$ cat config.mk
export PLATFORM = sky130hd
export DESIGN_NAME = adma_wr_resp
export DESIGN_NICKNAME = d
export VERILOG_FILES = /design/src/rtl/adma_pkg.sv /design/src/rtl/adma_wr_resp_chn.sv /design/src/rtl/adma_wr_resp.sv
export SDC_FILE = /design/constraint.sdc
export NUM_CORES = 1
export LEC_CHECK = 0
export ABC_AREA = 1
export CAP_MARGIN = 20
export CORE_MARGIN = 3
export CORE_UTILIZATION = 53
export DETAILED_ROUTE_END_ITERATION = 8
export DONT_BUFFER_PORTS = 1
export PLACE_DENSITY = 0.73
export SYNTH_ARGS = -nofsm -noshare
export SYNTH_HDL_FRONTEND = slang
export SYNTH_SLANG_ARGS = --single-unit
$ cat constraint.sdc
create_clock -name aclk -period 2.05 [get_ports aclk]
set_clock_uncertainty 0.15 [all_clocks]
set_input_delay 0.3075 -clock aclk [delete_from_list [all_inputs] [get_ports aclk]]
set_output_delay 0.3075 -clock aclk [all_outputs]
set_load 0.1 [all_outputs]
$ cat src/rtl/adma_pkg.sv
// Shared definitions for the ADMA write-response path: AXI B response
// codes, the per-channel transfer state encoding and a response
// classification helper.
package adma_pkg;

  localparam logic [1:0] RESP_OKAY   = 2'b00;
  localparam logic [1:0] RESP_EXOKAY = 2'b01;
  localparam logic [1:0] RESP_SLVERR = 2'b10;
  localparam logic [1:0] RESP_DECERR = 2'b11;

  typedef enum logic [1:0] {
    ST_IDLE   = 2'b00,
    ST_ACTIVE = 2'b01,
    ST_DRAIN  = 2'b10
  } adma_chn_state_e;

  // A write response is an error only for SLVERR and DECERR.
  function automatic logic resp_is_err(input logic [1:0] resp);
    logic v_err;
    case (resp)
      RESP_SLVERR, RESP_DECERR: v_err = 1'b1;
      RESP_OKAY, RESP_EXOKAY:   v_err = 1'b0;
      default:                  v_err = 1'b0;
    endcase
    return v_err;
  endfunction

endpackage

$ cat src/rtl/adma_wr_resp_chn.sv
// One destination channel of the write-response tracker: outstanding
// burst counter, IDLE/ACTIVE/DRAIN transfer FSM and sticky done/error
// status. Build option ADMA_BRESP_ID_CHK_EN additionally flags a B beat
// whose BID differs from the channel's expected ID as an error.
module adma_wr_resp_chn
  import adma_pkg::*;
#(
  parameter int MST_ID_W     = 5,
  parameter int TRANS_RESP_W = 2,
  parameter int OUTST_CNT_W  = 4
) (
  input  logic                    i_clk,
  input  logic                    i_rst,
  input  logic                    i_burst_issue,
  output logic                    o_issue_ready,
  input  logic                    i_xfer_end,
  input  logic [MST_ID_W-1:0]     i_chn_id,
  input  logic [MST_ID_W-1:0]     i_bid,
  input  logic [TRANS_RESP_W-1:0] i_bresp,
  input  logic                    i_bvalid,
  output logic                    o_bready,
  input  logic                    i_sts_clr,
  output logic                    o_done_sts,
  output logic                    o_err_sts,
  output logic                    o_chn_busy
);

  localparam logic [OUTST_CNT_W-1:0] CNT_ZERO = {OUTST_CNT_W{1'b0}};
  localparam logic [OUTST_CNT_W-1:0] CNT_MAX  = {OUTST_CNT_W{1'b1}};
  localparam logic [OUTST_CNT_W-1:0] CNT_ONE  = {{(OUTST_CNT_W-1){1'b0}}, 1'b1};

  adma_chn_state_e        r_state;
  logic [OUTST_CNT_W-1:0] r_cnt;
  logic [OUTST_CNT_W-1:0] w_cnt_nxt;
  logic                   r_done_sts;
  logic                   r_err_sts;
  logic                   w_bready;
  logic                   w_bhs;
  logic                   w_issue_ready;
  logic                   w_issue;
  logic                   w_id_err;
  logic                   w_err;
  logic                   w_done;

  // A B beat can only be accepted while a burst is outstanding, so a
  // stray response after reset or before any issue is held off.
  assign w_bready = (r_cnt != CNT_ZERO);
  assign w_bhs    = i_bvalid & w_bready;

  // At saturation a retiring B beat frees the slot in the same cycle.
  assign w_issue_ready = ~((r_cnt == CNT_MAX) & ~w_bhs);
  assign w_issue       = i_burst_issue & w_issue_ready;

`ifdef ADMA_BRESP_ID_CHK_EN
  assign w_id_err = (i_bid != i_chn_id);
`else
  logic w_unused_id;
  assign w_unused_id = ^{i_bid, i_chn_id};
  assign w_id_err    = 1'b0;
`endif

  assign w_err = w_bhs & (resp_is_err(i_bresp[1:0]) | w_id_err);

  // Next outstanding count: issue and retire in one cycle cancel out.
  always_comb begin
    w_cnt_nxt = r_cnt;
    if (w_issue & ~w_bhs) begin
      w_cnt_nxt = r_cnt + CNT_ONE;
    end else if (~w_issue & w_bhs) begin
      w_cnt_nxt = r_cnt - CNT_ONE;
    end else begin
      w_cnt_nxt = r_cnt;
    end
  end

  // Transfer completion: zero-burst end in IDLE, end coinciding with the
  // last response in ACTIVE, or the last response arriving in DRAIN.
  always_comb begin
    w_done = 1'b0;
    case (r_state)
      ST_IDLE:   w_done = i_xfer_end & ~w_issue;
      ST_ACTIVE: w_done = i_xfer_end & (w_cnt_nxt == CNT_ZERO);
      ST_DRAIN:  w_done = (w_cnt_nxt == CNT_ZERO);
      default:   w_done = 1'b0;
    endcase
  end

  // Counter, transfer FSM and sticky status (a set beats a same-cycle clear).
  always_ff @(posedge i_clk) begin
    if (i_rst) begin
      r_cnt      <= CNT_ZERO;
      r_state    <= ST_IDLE;
      r_done_sts <= 1'b0;
      r_err_sts  <= 1'b0;
    end else begin
      r_cnt <= w_cnt_nxt;
      case (r_state)
        ST_IDLE: begin
          if (w_issue) begin
            r_state <= i_xfer_end ? ST_DRAIN : ST_ACTIVE;
          end else begin
            r_state <= ST_IDLE;
          end
        end
        ST_ACTIVE: begin
          if (i_xfer_end) begin
            r_state <= (w_cnt_nxt == CNT_ZERO) ? ST_IDLE : ST_DRAIN;
          end else begin
            r_state <= ST_ACTIVE;
          end
        end
        ST_DRAIN: begin
          if (w_cnt_nxt == CNT_ZERO) begin
            r_state <= ST_IDLE;
          end else begin
            r_state <= ST_DRAIN;
          end
        end
        default: r_state <= ST_IDLE;
      endcase
      if (w_done) begin
        r_done_sts <= 1'b1;
      end else if (i_sts_clr) begin
        r_done_sts <= 1'b0;
      end else begin
        r_done_sts <= r_done_sts;
      end
      if (w_err) begin
        r_err_sts <= 1'b1;
      end else if (i_sts_clr) begin
        r_err_sts <= 1'b0;
      end else begin
        r_err_sts <= r_err_sts;
      end
    end
  end

  assign o_bready      = w_bready;
  assign o_issue_ready = w_issue_ready;
  assign o_done_sts    = r_done_sts;
  assign o_err_sts     = r_err_sts;
  assign o_chn_busy    = (r_state != ST_IDLE);

endmodule

$ cat src/rtl/adma_wr_resp.sv
// ADMA write-response collector: one adma_wr_resp_chn per destination
// channel plus the registered, masked interrupt reduction.
// Build option: ADMA_BRESP_ID_CHK_EN enables BID checking in each channel.
module adma_wr_resp
  import adma_pkg::*;
#(
  parameter int DST_CHANNEL_NUM = 4,
  parameter int MST_ID_W        = 5,
  parameter int TRANS_RESP_W    = 2,
  parameter int OUTST_CNT_W     = 4
) (
  input  logic                                      aclk,
  input  logic                                      areset,
  input  logic [DST_CHANNEL_NUM-1:0]                burst_issue_i,
  output logic [DST_CHANNEL_NUM-1:0]                issue_ready_o,
  input  logic [DST_CHANNEL_NUM-1:0]                xfer_end_i,
  input  logic [DST_CHANNEL_NUM-1:0][MST_ID_W-1:0]  chn_id_i,
  input  logic [MST_ID_W-1:0]                       m_bid_i    [0:DST_CHANNEL_NUM-1],
  input  logic [TRANS_RESP_W-1:0]                   m_bresp_i  [0:DST_CHANNEL_NUM-1],
  input  logic                                      m_bvalid_i [0:DST_CHANNEL_NUM-1],
  output logic                                      m_bready_o [0:DST_CHANNEL_NUM-1],
  input  logic [DST_CHANNEL_NUM-1:0]                done_mask_i,
  input  logic [DST_CHANNEL_NUM-1:0]                err_mask_i,
  input  logic [DST_CHANNEL_NUM-1:0]                sts_clr_i,
  output logic [DST_CHANNEL_NUM-1:0]                done_sts_o,
  output logic [DST_CHANNEL_NUM-1:0]                err_sts_o,
  output logic [DST_CHANNEL_NUM-1:0]                chn_busy_o,
  output logic                                      irq
);

  logic [DST_CHANNEL_NUM-1:0] w_done_sts;
  logic [DST_CHANNEL_NUM-1:0] w_err_sts;
  logic [DST_CHANNEL_NUM-1:0] w_issue_ready;
  logic [DST_CHANNEL_NUM-1:0] w_busy;
  logic                       r_irq;

  for (genvar c = 0; c < DST_CHANNEL_NUM; c++) begin : g_chn
    adma_wr_resp_chn #(
      .MST_ID_W     (MST_ID_W),
      .TRANS_RESP_W (TRANS_RESP_W),
      .OUTST_CNT_W  (OUTST_CNT_W)
    ) u_chn (
      .i_clk         (aclk),
      .i_rst         (areset),
      .i_burst_issue (burst_issue_i[c]),
      .o_issue_ready (w_issue_ready[c]),
      .i_xfer_end    (xfer_end_i[c]),
      .i_chn_id      (chn_id_i[c]),
      .i_bid         (m_bid_i[c]),
      .i_bresp       (m_bresp_i[c]),
      .i_bvalid      (m_bvalid_i[c]),
      .o_bready      (m_bready_o[c]),
      .i_sts_clr     (sts_clr_i[c]),
      .o_done_sts    (w_done_sts[c]),
      .o_err_sts     (w_err_sts[c]),
      .o_chn_busy    (w_busy[c])
    );
  end

  // Interrupt: any unmasked sticky done or error status, registered.
  always_ff @(posedge aclk) begin
    if (areset) begin
      r_irq <= 1'b0;
    end else begin
      r_irq <= |((w_done_sts & done_mask_i) | (w_err_sts & err_mask_i));
    end
  end

  assign issue_ready_o = w_issue_ready;
  assign done_sts_o    = w_done_sts;
  assign err_sts_o     = w_err_sts;
  assign chn_busy_o    = w_busy;
  assign irq           = r_irq;

endmodule

======== Yosys cells after proc, flatten, opt, wreduce, memory -nomap -nowiden ========
Cells that the tools add are included.
operators by class
  add/subtract/negate cells ............... 8
  equal/unequal tests ..................... 24
  multiplexer cells ....................... 48
  bitwise operators ....................... 47
  reduce and logical (&&, ||, !) cells .... 37
operators with widths
  cell                                                                 count
  1-bit bitwise AND                                                    32
  2-bit 2-to-1 mux                                                     16
  4-bit 2-to-1 mux                                                     8
  2-bit == test (second input constant)                                12
  2-bit case mux with 3 select lines                                   4
  2-bit nonzero test                                                   12
  4-bit by 1-bit adder with 4-bit output (second input constant)       4
  2-bit by 1-bit == test with 1-bit output (second input constant)     8
  4-bit == test (second input constant)                                4
  2-bit zero test                                                      8
  4-bit zero test                                                      4
  4-bit nonzero test                                                   4
  2-bit OR reduction                                                   8
  4-bit by 1-bit subtractor with 4-bit output (second input constant)  4
  1-bit 2-to-1 mux                                                     12
  1-bit NOT                                                            12
  1-bit case mux with 3 select lines                                   4
  4-bit bitwise AND                                                    2
  1-bit case mux with 2 select lines                                   4
  4-bit bitwise OR                                                     1
  4-bit OR reduction                                                   1
storage, ports and cells
  register bits after elaboration ......... 33
  output and inout port bits .............. 21
  word-level logic and storage cells ...... 181

======== Depth between registers and ports, before layout ========
  depth in word-level cells ............... 14
  depth in mapped cells ................... 14

======== Hierarchy ========
A second synthesis with hierarchy kept.
second synthesis, totals
  cells, all modules ...................... 372
  area, all modules ....................... 2439.8 um^2
modules (own cells, without submodules)
  module            times used  cells each  area an instance (um^2)  seq. area each (um^2)
  adma_wr_resp_chn  4           89          590.6                    160.2
  adma_wr_resp      1           16          77.6                     20.0

======== Least setup slack after synthesis ========
OpenSTA, ideal clock, no wires.
  path kind ............................... register to register
  start point ............................. reg g_chn[0].u_chn.r_cnt[0]
  end point ............................... reg g_chn[0].u_chn.r_state[1]
  data arrival time ....................... 1465 ps
  data required time ...................... 1764 ps
  slack ................................... 298 ps
  cell stages (with the launch flop) ...... 14
  buffers on the path ..................... 0
  period minus slack after synthesis ...... 1752 ps
  path through ............................ dfxtp_1 > inv_1 > ha_1 > nand3_2 > nand2_4 > inv_2 > nor2_4 > inv_2 > nand3_1 > nand2_1 > nor2_1 > nand2_1 > nand2_1 > a21oi_1
on the way
  cells in the longest elaborated chain, start to end .. 14
  elaborated cells on any way between the ends .. 19
  classes of those cells .................. add/sub: 2; eq/ne: 1; mux: 6; bitwise: 8; reduce/logical: 2
ends and longest elaborated chain
  item                                    RTL line                                          RTL
  start: declaration                      adma_wr_resp_chn.sv:33                            logic [OUTST_CNT_W-1:0] r_cnt;
  start signal: assignment                adma_wr_resp_chn.sv:96                            r_cnt <= w_cnt_nxt;
  4-bit nonzero test (*)                  adma_wr_resp_chn.sv:47                            assign w_bready = (r_cnt != CNT_ZERO);
  via g_chn[0].u_chn.o_bready             adma_wr_resp_chn.sv:21                            output logic o_bready,
  1-bit bitwise AND (*)                   adma_wr_resp_chn.sv:48                            assign w_bhs = i_bvalid & w_bready;
  1-bit NOT                               adma_wr_resp_chn.sv:51, adma_wr_resp_chn.sv:67
  1-bit bitwise AND                       adma_wr_resp_chn.sv:51                            assign w_issue_ready = ~((r_cnt == CNT_MAX) & ~w_bhs);
  1-bit NOT                               adma_wr_resp_chn.sv:51
  1-bit bitwise AND                       adma_wr_resp_chn.sv:52                            assign w_issue = i_burst_issue & w_issue_ready;
  1-bit NOT                               adma_wr_resp_chn.sv:69                            end else if (~w_issue & w_bhs) begin
  1-bit bitwise AND                       adma_wr_resp_chn.sv:69
  4-bit 2-to-1 mux                        adma_wr_resp_chn.sv:69
  4-bit 2-to-1 mux                        adma_wr_resp_chn.sv:67                            if (w_issue & ~w_bhs) begin
  4-bit zero test                         adma_wr_resp_chn.sv:107, adma_wr_resp_chn.sv:113
  2-bit 2-to-1 mux                        adma_wr_resp_chn.sv:107, adma_wr_resp_chn.sv:113
  2-bit 2-to-1 mux                        adma_wr_resp_chn.sv:106                           if (i_xfer_end) begin
  2-bit case mux with 3 select lines (*)  adma_wr_resp_chn.sv:97                            case (r_state)
  end signal: assignment                  adma_wr_resp_chn.sv:100                           r_state <= i_xfer_end ? ST_DRAIN : ST_ACTIVE;
  end signal: assignment                  adma_wr_resp_chn.sv:107                           r_state <= (w_cnt_nxt == CNT_ZERO) ? ST_IDLE : ST_DRAIN;
  end: declaration                        adma_wr_resp_chn.sv:32                            adma_chn_state_e r_state;
The timed path passes the listed nets; every way through them passes the cells marked *.
A chain may end at the register's enable or synchronous reset.

======== Worst setup path after layout ========
  start point ............................. reg g_chn[0].u_chn.r_cnt[0]
  end point ............................... reg g_chn[0].u_chn.r_done_sts
on the way
  cells in the longest elaborated chain, start to end .. 14
  elaborated cells on any way between the ends .. 20
  classes of those cells .................. add/sub: 2; eq/ne: 1; mux: 4; bitwise: 10; reduce/logical: 3
ends and longest elaborated chain
  item                                                    RTL line                                        RTL
  4-bit nonzero test                                      adma_wr_resp_chn.sv:47
  1-bit bitwise AND                                       adma_wr_resp_chn.sv:48
  1-bit NOT                                               adma_wr_resp_chn.sv:51, adma_wr_resp_chn.sv:67
  1-bit bitwise AND                                       adma_wr_resp_chn.sv:51
  1-bit NOT                                               adma_wr_resp_chn.sv:51
  1-bit bitwise AND                                       adma_wr_resp_chn.sv:52
  1-bit NOT                                               adma_wr_resp_chn.sv:69, adma_wr_resp_chn.sv:81
  1-bit bitwise AND                                       adma_wr_resp_chn.sv:69
  4-bit 2-to-1 mux                                        adma_wr_resp_chn.sv:69
  4-bit 2-to-1 mux                                        adma_wr_resp_chn.sv:67
  4-bit zero test                                         adma_wr_resp_chn.sv:82, adma_wr_resp_chn.sv:83
  1-bit bitwise AND                                       adma_wr_resp_chn.sv:82                          ST_ACTIVE: w_done = i_xfer_end & (w_cnt_nxt == CNT_ZERO);
  1-bit case mux with 3 select lines (*)                  adma_wr_resp_chn.sv:80                          case (r_state)
  1-bit 2-to-1 mux or 2-bit nonzero test (tied branches)  n/a
  end signal: assignment                                  adma_wr_resp_chn.sv:126                         r_done_sts <= r_done_sts;
  end: declaration                                        adma_wr_resp_chn.sv:35                          logic r_done_sts;
Every way passes the cells marked *; elsewhere a longest branch is shown, timed or not.

==> flow_metrics.py <==
metrics = {
    "logic_synthesis": {
        "synth.top_cells.by_count": "nand2_1, inv_1, dfxtp_1",
        "synth_most_common_cell": "nand2_1",
        "synthArstFlopShare_pct": 0,
        "synth_cell_types": 33,
        "syn_avg_cell_area_sq_um": 6.660,
        "yosys.area.top_type": "dfxtp_1",
        "synth_edf_count": 0,
        "synthCells": 393,
        "syn-num-nets": 475,
        "syn-cell-area_sq_um": 2618,
        "ys.flop_type": "dfxtp_1",
        "synth_area_leaders": "dfxtp_1, nand2_1, inv_1",
        "ys_ff_latch": 33,
        "yosys_warnings": 0,
        "ys_seq_area_share_pct": 25.24,
        "synthDominantCellAreaShare_pct": 25.24,
    },
    "placed_design": {
        "dpl-instance-area_sq_um": 2669,
        "dp_cells": 454,
        "hpwl_um": 4280,
        "numPortBuffers": 0,
        "place.gp.congestion": 0.8717,
    },
    "worst_setup_path": {
        "critPathKind": "flop to flop",
        "cp_top_family": "simple AND/OR/NAND/NOR gates",
        "crit_path_max_fanout": 5,
        "cp_cell_sequence": "inv_2 -> ha_2 -> nand3_2 -> nand2_4 -> inv_2 -> nor2_4 -> inv_2 -> nand3_1 -> nand2_1 -> nor2_2 -> nand3_1 -> a21oi_1",
        "crit_top_cell": "inv_2",
        "cp_num_buf_inv": 3,
        "crit_required_ns": 2.12,
        "crit_path_end_kind": "flop",
        "cp-start-kind": "flop",
        "worst_path_max_delay_cell": "dfxtp_1",
        "cpPeakStageDelay_ns": 0.35,
        "arrival_ns": 1.98,
    },
    "sta": {
        "drv_slew": 0,
        "fin_crit_sh_pct": 93.33,
        "fin_crit_ns": 1.913,
        "setup_tns_ns": 0,
        "worst_pin_slew_ns": 0.3425,
        "hold_viol": 0,
        "setup_violations": 0,
        "relSlewSlack_pct": 76.58,
        "fmax_mhz": 522.7,
    },
    "final_layout": {
        "layout-drive-gt1-share_pct": 22.39,
        "finalNetCount": 483,
        "fillers": 441,
        "syn_to_final_growth_pct": 9.656,
        "fin_area_sq_um": 2870,
        "multi_input_area_sq_um": 1554,
        "antenna_cells": 0,
        "ff_latch_area_sq_um": 663.1,
        "stdcell_count": 467,
    },
    "power": {
        "worst_ir_drop_vdd_uv": 548.5,
        "power_density_nw_per_um2": 977.0,
        "leakagePower_nw": 1.469,
        "p_total_mw": 2.804,
    },
    "floorplanning": {
        "initial_core_util_pct": 57.35,
        "io-pin-count": 95,
        "rows": 24,
        "die_h_um": 76.28,
        "dieArea_sq_um": 5818,
        "core_sq_um": 4564,
        "die_x_um": 76.28,
    },
    "route": {
        "routed_wl_um": 5460,
        "vias": 2361,
        "detail-route-antenna-nets": 0,
        "drtPass1Iterations": 4,
        "wl_per_cell_um": 11.69,
        "drtIter0Drc": 89,
        "viasPerCell": 5.056,
        "drc_errors": 0,
    },
    "global_route": {
        "gr-total-overflow": 0,
        "grt_max_degree": 34,
        "grt_pass1_wl_um": 9508,
        "antenna_found_initial": 0,
        "grt_pass1_vias": 2227,
        "grt_use_total_pct": 19.27,
    },
    "clock_tree": {
        "cts_buffers": 5,
        "clkLatencyLatePin_ns": 0.29,
        "h-tree-depth": 2,
        "root_buffer": "clkbuf_8",
        "tritoncts": "built",
        "clkSinkCount": 33,
        "cts_setup_buffers": 0,
        "clk_pin_slew_ns": 0.07,
        "clk_path_buf_depth": 2,
    },
    "run": {
        "max_cap_viol_count": 0,
    },
    "status": {
        "status": "complete, no violations",
    },
    "worst_hold_path": {
        "holdCritPathClass": "input pin to flop",
    },
}
## logic make-up (layout without fill, tap and decap cells)
family                   count (synthesis)  after routing  share of synthesized area, %
AO/OA/AOI/OAI                           48             48                         10.99
XOR/XNOR                                 8              8                         2.677
adder cells (fa/ha/maj)                  8              8                         3.824
buffers and inverters                   87             96                         16.25
flip-flops                              33             33                         25.24
AND/OR/NAND/NOR                        209            209                         41.01
## power by group
| group | switching (mW) | total (mW) | internal [mW] | leakage [nW] |
|---|---|---|---|---|
| logic | 0.974 | 1.36 | 0.388 | 1.14 |
| clock network | 0.246 | 0.642 | 0.396 | 0.0585 |
| registers | 0.0837 | 0.800 | 0.716 | 0.271 |
| total | 1.30 | 2.80 | 1.50 | 1.47 |
## per-layer routing
| layer | vias to the layer above | share of wire, % | GRT usage, % |
|---|---|---|---|
| met5 | - | 0 | 0 |
| li1 | 1244 | - | - |
| met2 | 48 | 48 | 33.22 |
| met1 | 1062 | 45 | 23.68 |
| met4 | 0 | 1.4 | 5.978 |
| met3 | 7 | 5.8 | 4.492 |
## cell usage in the layout, fill, tap and decap left out, types with 7 or more instances in the layout
cell type and instances:
dfxtp_1 31, nor2_1 20, nand2_4 8, inv_2 10
xor2_1 8, nor2_2 9, nand3_1 25, buf_4 22
nand2_1 115, a21oi_1 25, inv_1 50, o21ai_0 9
nand2_2 7, nand4_1 9
## final timing paths
check	start	end	slack [ns]	cells past startpoint
hold / removal	m_bresp_i[1]	g_chn[3].u_chn.o_err_sts	0.009	2
setup / recovery	g_chn[0].u_chn.r_cnt[0]	g_chn[0].u_chn.o_done_sts	0.14	12
setup reg to reg	g_chn[0].u_chn.r_cnt[0]	g_chn[0].u_chn.o_done_sts	0.14	12
hold reg to reg	g_chn[0].u_chn.r_state[1]	g_chn[0].u_chn.r_state[0]	0.28	1
## worst register-to-register path: cells and delay by family, from the launching register on
family / cells / cell delay, ns
compound gates: 1 / 0.13
simple gates: 7 / 0.79
flops: 1 / 0.35
buf+inv: 3 / 0.23
fa+ha+maj: 1 / 0.20
## timing repair
action	in CTS	in global routing
gates resized for setup	0	10
hold endpoints to repair	33	0
setup endpoints to repair	0	8
hold buffers	5	0
## registers in the layout, indices dropped and copies added, names as in the netlist
| register | count |
|---|---|
| g_chn.u_chn.r_state | 8 |
| g_chn.u_chn.r_cnt | 16 |
| irq | 1 |
| g_chn.u_chn.o_done_sts | 4 |
| g_chn.u_chn.o_err_sts | 4 |
## stage by stage
stage	setup WS [ns]	utilization, %	hold slack [ns]
floorplan	0.2983	-	0.2406
global placement	0.1506	58.47	0.2259
detailed placement	0.1147	58.47	0.2255
CTS	0.08024	62.34	0.004881
global route	-0.01520	62.88	0.02745
finish	0.1367	62.88	0.009176
## cell type report
cell class / instances / area share, %
inverters: 61 / 8.021
flip-flops and latches: 33 / 23.10
multi-input cells: 273 / 54.14
clock inverters: 1 / 1.046
clock buffers: 7 / 3.008
repair buffers: 27 / 7.847
well taps: 65 / 2.833
Note: power is estimated with default switching activity, not from simulation.
